<file path="src/rtl/cpu_defs.sv">
// Shared CPU definitions: memory op encoding, memory-stage states and register write requests.
package cpu_defs;

    typedef enum logic [2:0] {LB, LBU, LH, LHU, LW, SB, SH, SW} MemOp_t;

    typedef enum logic [1:0] {IDLE, BUSY, DONE} MemState_t;

    typedef struct packed {
        logic        we;
        logic [4:0]  waddr;
        logic [31:0] wdata;
    } RegWriteReq_t;

    function automatic logic is_load(input MemOp_t op);
        return (op == LB) || (op == LBU) || (op == LH) || (op == LHU) || (op == LW);
    endfunction

    function automatic logic is_misaligned(input MemOp_t op, input logic [1:0] a);
        case (op)
            LH, LHU, SH: return a[0];
            LW, SW:      return a != 2'b00;
            default:     return 1'b0;
        endcase
    endfunction

    // Byte enables follow the access size; loads use the same lanes as stores.
    function automatic logic [3:0] access_be(input MemOp_t op, input logic [1:0] a);
        case (op)
            LB, LBU, SB: return 4'b0001 << a;
            LH, LHU, SH: return a[1] ? 4'b1100 : 4'b0011;
            default:     return 4'b1111;
        endcase
    endfunction

    function automatic logic [31:0] store_data(input MemOp_t op, input logic [31:0] wd);
        case (op)
            SB:      return {4{wd[7:0]}};
            SH:      return {2{wd[15:0]}};
            default: return wd;
        endcase
    endfunction

endpackage

</file>
<file path="src/rtl/load_align.sv">
// Picks the addressed byte/half lane out of a little-endian read word and extends it.
module load_align
    import cpu_defs::*;
(
    input  MemOp_t      op,
    input  logic [1:0]  addr,
    input  logic [31:0] rdata,
    output logic [31:0] wdata
);

    logic [31:0] shifted;

    always_comb begin
        shifted = rdata >> {addr, 3'b000};
        case (op)
            LB:      wdata = {{24{shifted[7]}}, shifted[7:0]};
            LBU:     wdata = {24'h0, shifted[7:0]};
            LH:      wdata = {{16{shifted[15]}}, shifted[15:0]};
            LHU:     wdata = {16'h0, shifted[15:0]};
            default: wdata = rdata;
        endcase
    end

endmodule

</file>
<file path="src/rtl/mem_access.sv">
// MEM stage: issues loads/stores on the data bus, stalls the pipe while waiting,
// and aligns load data into the register write request for MEM/WB.
module mem_access
    import cpu_defs::*;
(
    input  logic         clk,
    input  logic         rst_n,
    input  logic         mem_req,
    input  MemOp_t       mem_op,
    input  logic [31:0]  mem_addr,
    input  logic [31:0]  mem_wdata,
    input  RegWriteReq_t ex_reg_wr,
    input  logic         flush,
    output logic         dbus_req,
    output logic         dbus_we,
    output logic [3:0]   dbus_be,
    output logic [31:0]  dbus_addr,
    output logic [31:0]  dbus_wdata,
    input  logic         dbus_ready,
    input  logic [31:0]  dbus_rdata,
    output RegWriteReq_t mem_reg_wr,
    output logic         stall_req,
    output logic         addr_err_load,
    output logic         addr_err_store,
    output logic [31:0]  badvaddr
);

    MemState_t    state_q, next_state;
    logic         drop_q;
    MemOp_t       op_q;
    logic [31:0]  addr_q, wdata_q, rdata_q;
    RegWriteReq_t reg_wr_q;

    logic         misaligned, issue;
    MemOp_t       align_op;
    logic [1:0]   align_addr;
    logic [31:0]  align_rdata, aligned;

    assign misaligned = is_misaligned(mem_op, mem_addr[1:0]);
    assign issue      = (state_q == IDLE) && mem_req && !flush && !misaligned;

    // A zero-wait access aligns the live bus word; otherwise the captured word is used.
    assign align_op    = (state_q == IDLE) ? mem_op         : op_q;
    assign align_addr  = (state_q == IDLE) ? mem_addr[1:0]  : addr_q[1:0];
    assign align_rdata = (state_q == IDLE) ? dbus_rdata     : rdata_q;

    load_align u_load_align (
        .op    (align_op),
        .addr  (align_addr),
        .rdata (align_rdata),
        .wdata (aligned)
    );

    always_ff @(posedge clk) begin
        if (!rst_n) begin
            state_q <= IDLE;
        end else begin
            state_q <= next_state;
        end
    end

    // Captured request, read word and the discard flag for a flushed in-flight access.
    always_ff @(posedge clk) begin
        if (!rst_n) begin
            drop_q   <= 1'b0;
            op_q     <= LB;
            addr_q   <= '0;
            wdata_q  <= '0;
            reg_wr_q <= '0;
            rdata_q  <= '0;
        end else begin
            case (state_q)
                IDLE: begin
                    drop_q <= 1'b0;
                    if (issue && !dbus_ready) begin
                        op_q     <= mem_op;
                        addr_q   <= mem_addr;
                        wdata_q  <= mem_wdata;
                        reg_wr_q <= ex_reg_wr;
                    end
                end
                BUSY: begin
                    if (flush) drop_q <= 1'b1;
                    if (dbus_ready) rdata_q <= dbus_rdata;
                end
                default: drop_q <= 1'b0;
            endcase
        end
    end

    always_comb begin
        next_state = state_q;
        case (state_q)
            IDLE:    if (issue && !dbus_ready) next_state = BUSY;
            BUSY:    if (dbus_ready) next_state = DONE;
            default: next_state = IDLE;
        endcase
    end

    always_comb begin
        dbus_req       = 1'b0;
        dbus_we        = 1'b0;
        dbus_be        = 4'b0000;
        dbus_addr      = '0;
        dbus_wdata     = '0;
        mem_reg_wr     = '0;
        stall_req      = 1'b0;
        addr_err_load  = 1'b0;
        addr_err_store = 1'b0;
        badvaddr       = '0;
        if (rst_n) begin
            case (state_q)
                IDLE: begin
                    mem_reg_wr = ex_reg_wr;
                    if (flush) begin
                        mem_reg_wr.we = 1'b0;
                    end else if (mem_req && misaligned) begin
                        addr_err_load  = is_load(mem_op);
                        addr_err_store = !is_load(mem_op);
                        badvaddr       = mem_addr;
                        mem_reg_wr.we  = 1'b0;
                    end else if (mem_req) begin
                        dbus_req   = 1'b1;
                        dbus_we    = !is_load(mem_op);
                        dbus_be    = access_be(mem_op, mem_addr[1:0]);
                        dbus_addr  = {mem_addr[31:2], 2'b00};
                        dbus_wdata = store_data(mem_op, mem_wdata);
                        if (dbus_ready) begin
                            if (is_load(mem_op)) mem_reg_wr.wdata = aligned;
                        end else begin
                            stall_req     = 1'b1;
                            mem_reg_wr.we = 1'b0;
                        end
                    end
                end
                BUSY: begin
                    dbus_req   = 1'b1;
                    dbus_we    = !is_load(op_q);
                    dbus_be    = access_be(op_q, addr_q[1:0]);
                    dbus_addr  = {addr_q[31:2], 2'b00};
                    dbus_wdata = store_data(op_q, wdata_q);
                    stall_req  = 1'b1;
                end
                default: begin
                    mem_reg_wr = reg_wr_q;
                    if (is_load(op_q)) mem_reg_wr.wdata = aligned;
                    if (drop_q || flush) mem_reg_wr.we = 1'b0;
                end
            endcase
        end
    end

endmodule

</file>
<file path="config.mk">
export PLATFORM = sky130hd
export DESIGN_NAME = mem_access
export DESIGN_NICKNAME = d
export VERILOG_FILES = /design/src/rtl/cpu_defs.sv /design/src/rtl/load_align.sv /design/src/rtl/mem_access.sv
export SDC_FILE = /design/constraint.sdc
export NUM_CORES = 1
export LEC_CHECK = 0
export CAP_MARGIN = 20
export CORE_MARGIN = 4
export CORE_UTILIZATION = 50
export DETAILED_ROUTE_END_ITERATION = 6
export GPL_TIMING_DRIVEN = 0
export PLACE_DENSITY = 0.86
export SLEW_MARGIN = 25
export SYNTH_ARGS = -nofsm -noshare
export SYNTH_HDL_FRONTEND = slang
export SYNTH_SLANG_ARGS = --single-unit
</file>
<file path="constraint.sdc">
create_clock -name clk -period 6.1 [get_ports clk]
set_input_delay 0.915 -clock clk [delete_from_list [all_inputs] [get_ports clk]]
set_output_delay 0.915 -clock clk [all_outputs]
set_load 0.005 [all_outputs]
</file>
==> reports/results.txt <==
Drt pass-1 iters -> 7
Number of synthesis warnings -> 0
Failing checks -> DRC
Vias -> 11,436
Synth top area share -> 0.3141
MaxCap Viol Count -> 0
Max FO, Critical Path -> 10
Sequential power share -> 0.374
GP Congestion -> 1.020
Num CTS Buffers -> 17
# resized after CTS -> 0
Final setup viols -> 0
Sequential fraction of the synthesis area -> 0.3141
Vias in the first global route -> 11,086
Most frequent cells in the layout -> nand2_1 (359), clkdlybuf4s50_1 (280), a21oi_1 (180), dfxtp_1 (140), clkbuf_1 (82)
Kind of critical path -> input port to output pin
Total power -> 0.002537 W
Slew @ Worst Pin -> 1.038 ns
Post-layout minimum cycle time -> 5.115 ns
#FFs+latches synth -> 140
Gr usage total -> 0.3848
Grt ovf -> 0
Relative slew slack -> 0.3041
Post-Syn Area -> 0.008922 mm2
Die height -> 141.6 um
Setup TNS Final -> 0 ns
Highest clock rate -> 195.5 MHz
Count of flip-flops with a built-in enable after synthesis -> 0
Global-route wire length before repair -> 60,330 um
Commonest non-fill, non-tap cell in the layout -> nand2_1
Post-synth cell types -> 64
Clock root cell -> clkbuf_16
Reg2reg end -> rdata_q[7]
Outcome -> finished, violations left
Clock buffer depth -> 2
Clk pwr share -> 0.425
Switch share -> 0.2925
WP data required -> 5.18 ns
Hold Path Depth -> 2
CP bufs+invs -> 3
Worst Hold Class -> flip-flop to flip-flop
Delay-heaviest family, CP -> buffers and inverters
Dpl cells -> 1,772
H-Tree Depth -> 4
Largest net degree at the start of global routing -> 17
Port bufs -> 280
CTS sink count -> 140
# IOs -> 285
Critical path's slowest cell -> nor3_2
Final #Nets -> 1,708
Finished Core Util -> 0.7249
Die area -> 0.02005 mm2
Hold path startpoint -> wdata_q[29]
Kind of start point of the critical path -> input port
Period utilization -> 0.8386
Layout Cells excl Fill -> 1,805
Mapped Cells -> 1,266
Cell-internal power -> 0.001795 W
CTS Hold Bufs -> 0
R2r setup slk -> 3.71 ns
Clock Skew -> 0.006313 ns
First-iteration detailed-routing DRC count -> 1,364
Worst hold endpoint -> wdata_q[29]
Psw -> 0.0007422 W
RSZ-0062 raised after global routing -> no
RR Startpoint -> state_q[0]
Max Slew Vio Count -> 0
ANT nets after route -> 0
Worst r2r path cells -> 6
Wire length per cell -> 22.31 um
CP Cell Sequence -> clkdlybuf4s50_1, buf_2, o21ai_0, nand3_1, nor3_2, o21ai_0, a221oi_1, clkdlybuf4s50_1
Vias per cell -> 6.336
DP Worst Slack -> 1.128 ns
Rows -> 48
Fillcell total -> 1,450
Worst Path Arrival -> 4.20 ns
Synth area leader -> dfxtp_1
Area Overhead vs Synth -> 41.49%
Async SR Flop Fraction -> 0
Starting density of the core -> 0.5123
Combinational power share -> 0.201
VDD IR max -> 0.1996 mV
Final Hold Fails -> 0
Leakage -> 4.340 nW
Worst Setup End Kind -> output pin
Final WS setup -> 0.9848 ns
Area contributors post-synth -> dfxtp_1 (31%), nand2_1 (15%), a21oi_1 (10%), mux2i_1 (5.3%), a22o_1 (4.7%)
DP HPWL -> 30,160 um
Initial antenna violation count -> 1
Clk slew on worst S/H paths -> 0.06 ns
P per Cell Area -> 201.0 mW/mm2
Post-Route WL -> 40,280 um
CTS tree -> yes
Die Wd -> 141.6 um
Fraction of layout cells with a size suffix above 1 -> 0.05510
Syn Area/Cell -> 7.048 um2
Worst-Skew Late Latency -> 0.43 ns
Max incr delay on CP -> 0.81 ns
Post-CTS setup buffers -> 0
DR DRC count -> 1
Top_reg_cell synth -> dfxtp_1
Core region area -> 0.01742 mm2
## worst max path at each step
stage,cells after the start,slack (ns),to,from
after floorplan,8,2.70,mem_reg_wr[20],mem_addr[1]
after global placement,8,1.13,dbus_wdata[24],mem_op[0]
after CTS,8,1.11,dbus_wdata[24],mem_op[0]
after detailed placement,8,1.13,dbus_wdata[24],mem_op[0]
final,8,0.98,mem_reg_wr[23],mem_op[1]
after global routing,8,0.89,dbus_wdata[24],mem_op[0]
## tightest hold or removal path: cells and delay by family, from the launching register on
family           cells  cell delay, ns
AND/OR/NAND/NOR      1            0.05
AO/OA/AOI/OAI        1            0.05
flip-flops           1            0.30
## sequential cells by signal, summed over array words and instances (netlist names)
| register | flops |
|---|---|
| drop_q | 1 |
| op_q | 3 |
| rdata_q | 32 |
| state_q | 2 |
| wdata_q | 32 |
| addr_q | 32 |
| reg_wr_q | 38 |
## logic make-up (layout without fill, tap and decap cells)
family / after synthesis / count (layout) / share of synthesized area
AO/OA/AOI/OAI: 417 / 417 / 0.2929
buffers and inverters: 122 / 434 / 0.05806
multiplexers: 63 / 63 / 0.07390
AND/OR/NAND/NOR: 523 / 523 / 0.2606
other: 1 / 3 / 0.0004203
flip-flops: 140 / 140 / 0.3141
## metrics by stage
| step | area (um2) | hold WS (ns) |
|---|---|---|
| floorplan | 8926 | 0.4307 |
| global placement | 12010 | 0.4396 |
| detailed placement | 12010 | 0.4450 |
| CTS | 12610 | 0.4536 |
| global route | 12620 | 0.4695 |
| finish | 12620 | 0.4510 |
## per-layer routing
metal	wire length (um)	up-vias	track usage
li1	-	5087	-
met1	14940	5276	0.4612
met2	18120	865	0.6141
met3	4346	208	0.1021
met4	2871	0	0.2379
met5	0	-	0
## area by class of cell
cell class | instances | area (um2) | share of cell area
Timing Repair Buffer | 280 | 2803 | 0.2220
Antenna cell | 1 | 2.502 | 0.0001982
Inverter | 8 | 30.03 | 0.002379
Sequential cell | 140 | 2803 | 0.2220
Clock inverter | 13 | 155.1 | 0.01229
Clock buffer | 19 | 442.9 | 0.03508
Buffer | 114 | 488.0 | 0.03865
Multi-Input combinational cell | 1005 | 5619 | 0.4451
Tap cell | 225 | 281.5 | 0.02230
## cell usage after synthesis, drive strengths merged, types with 2 or more instances
master	count
clkbuf	81
nor2b	10
nor4b	3
a221oi	8
or2	2
o41ai	2
a31oi	17
o21a	6
nor3b	6
nand2b	17
a2111oi	3
nand4	2
a21oi	181
o22ai	46
a22o	48
o211ai	31
buf	33
nand3	13
inv	7
or3	8
a311oi	7
and4	4
and2	35
o21ai	50
mux2	14
nor2	39
mux2i	49
dfxtp	140
nor3	10
a211oi	3
nand2	359
a2bb2oi	4
and3	10
a32oi	4
## power by group through the flow
stage | Combinational, W | Sequential, W | Clock [W]
6_report | 0.000510 | 0.000949 | 0.00108
5_1_grt | 0.000537 | 0.000951 | 0.00111
4_1_cts | 0.000496 | 0.000949 | 0.00107
3_5_place_dp | 0.000493 | 0.000969 | 0
3_3_place_gp | 0.000488 | 0.000968 | 0
2_1_floorplan | 0.000225 | 0.000965 | 0
No activity file was read; power rests on OpenSTA's default activity.
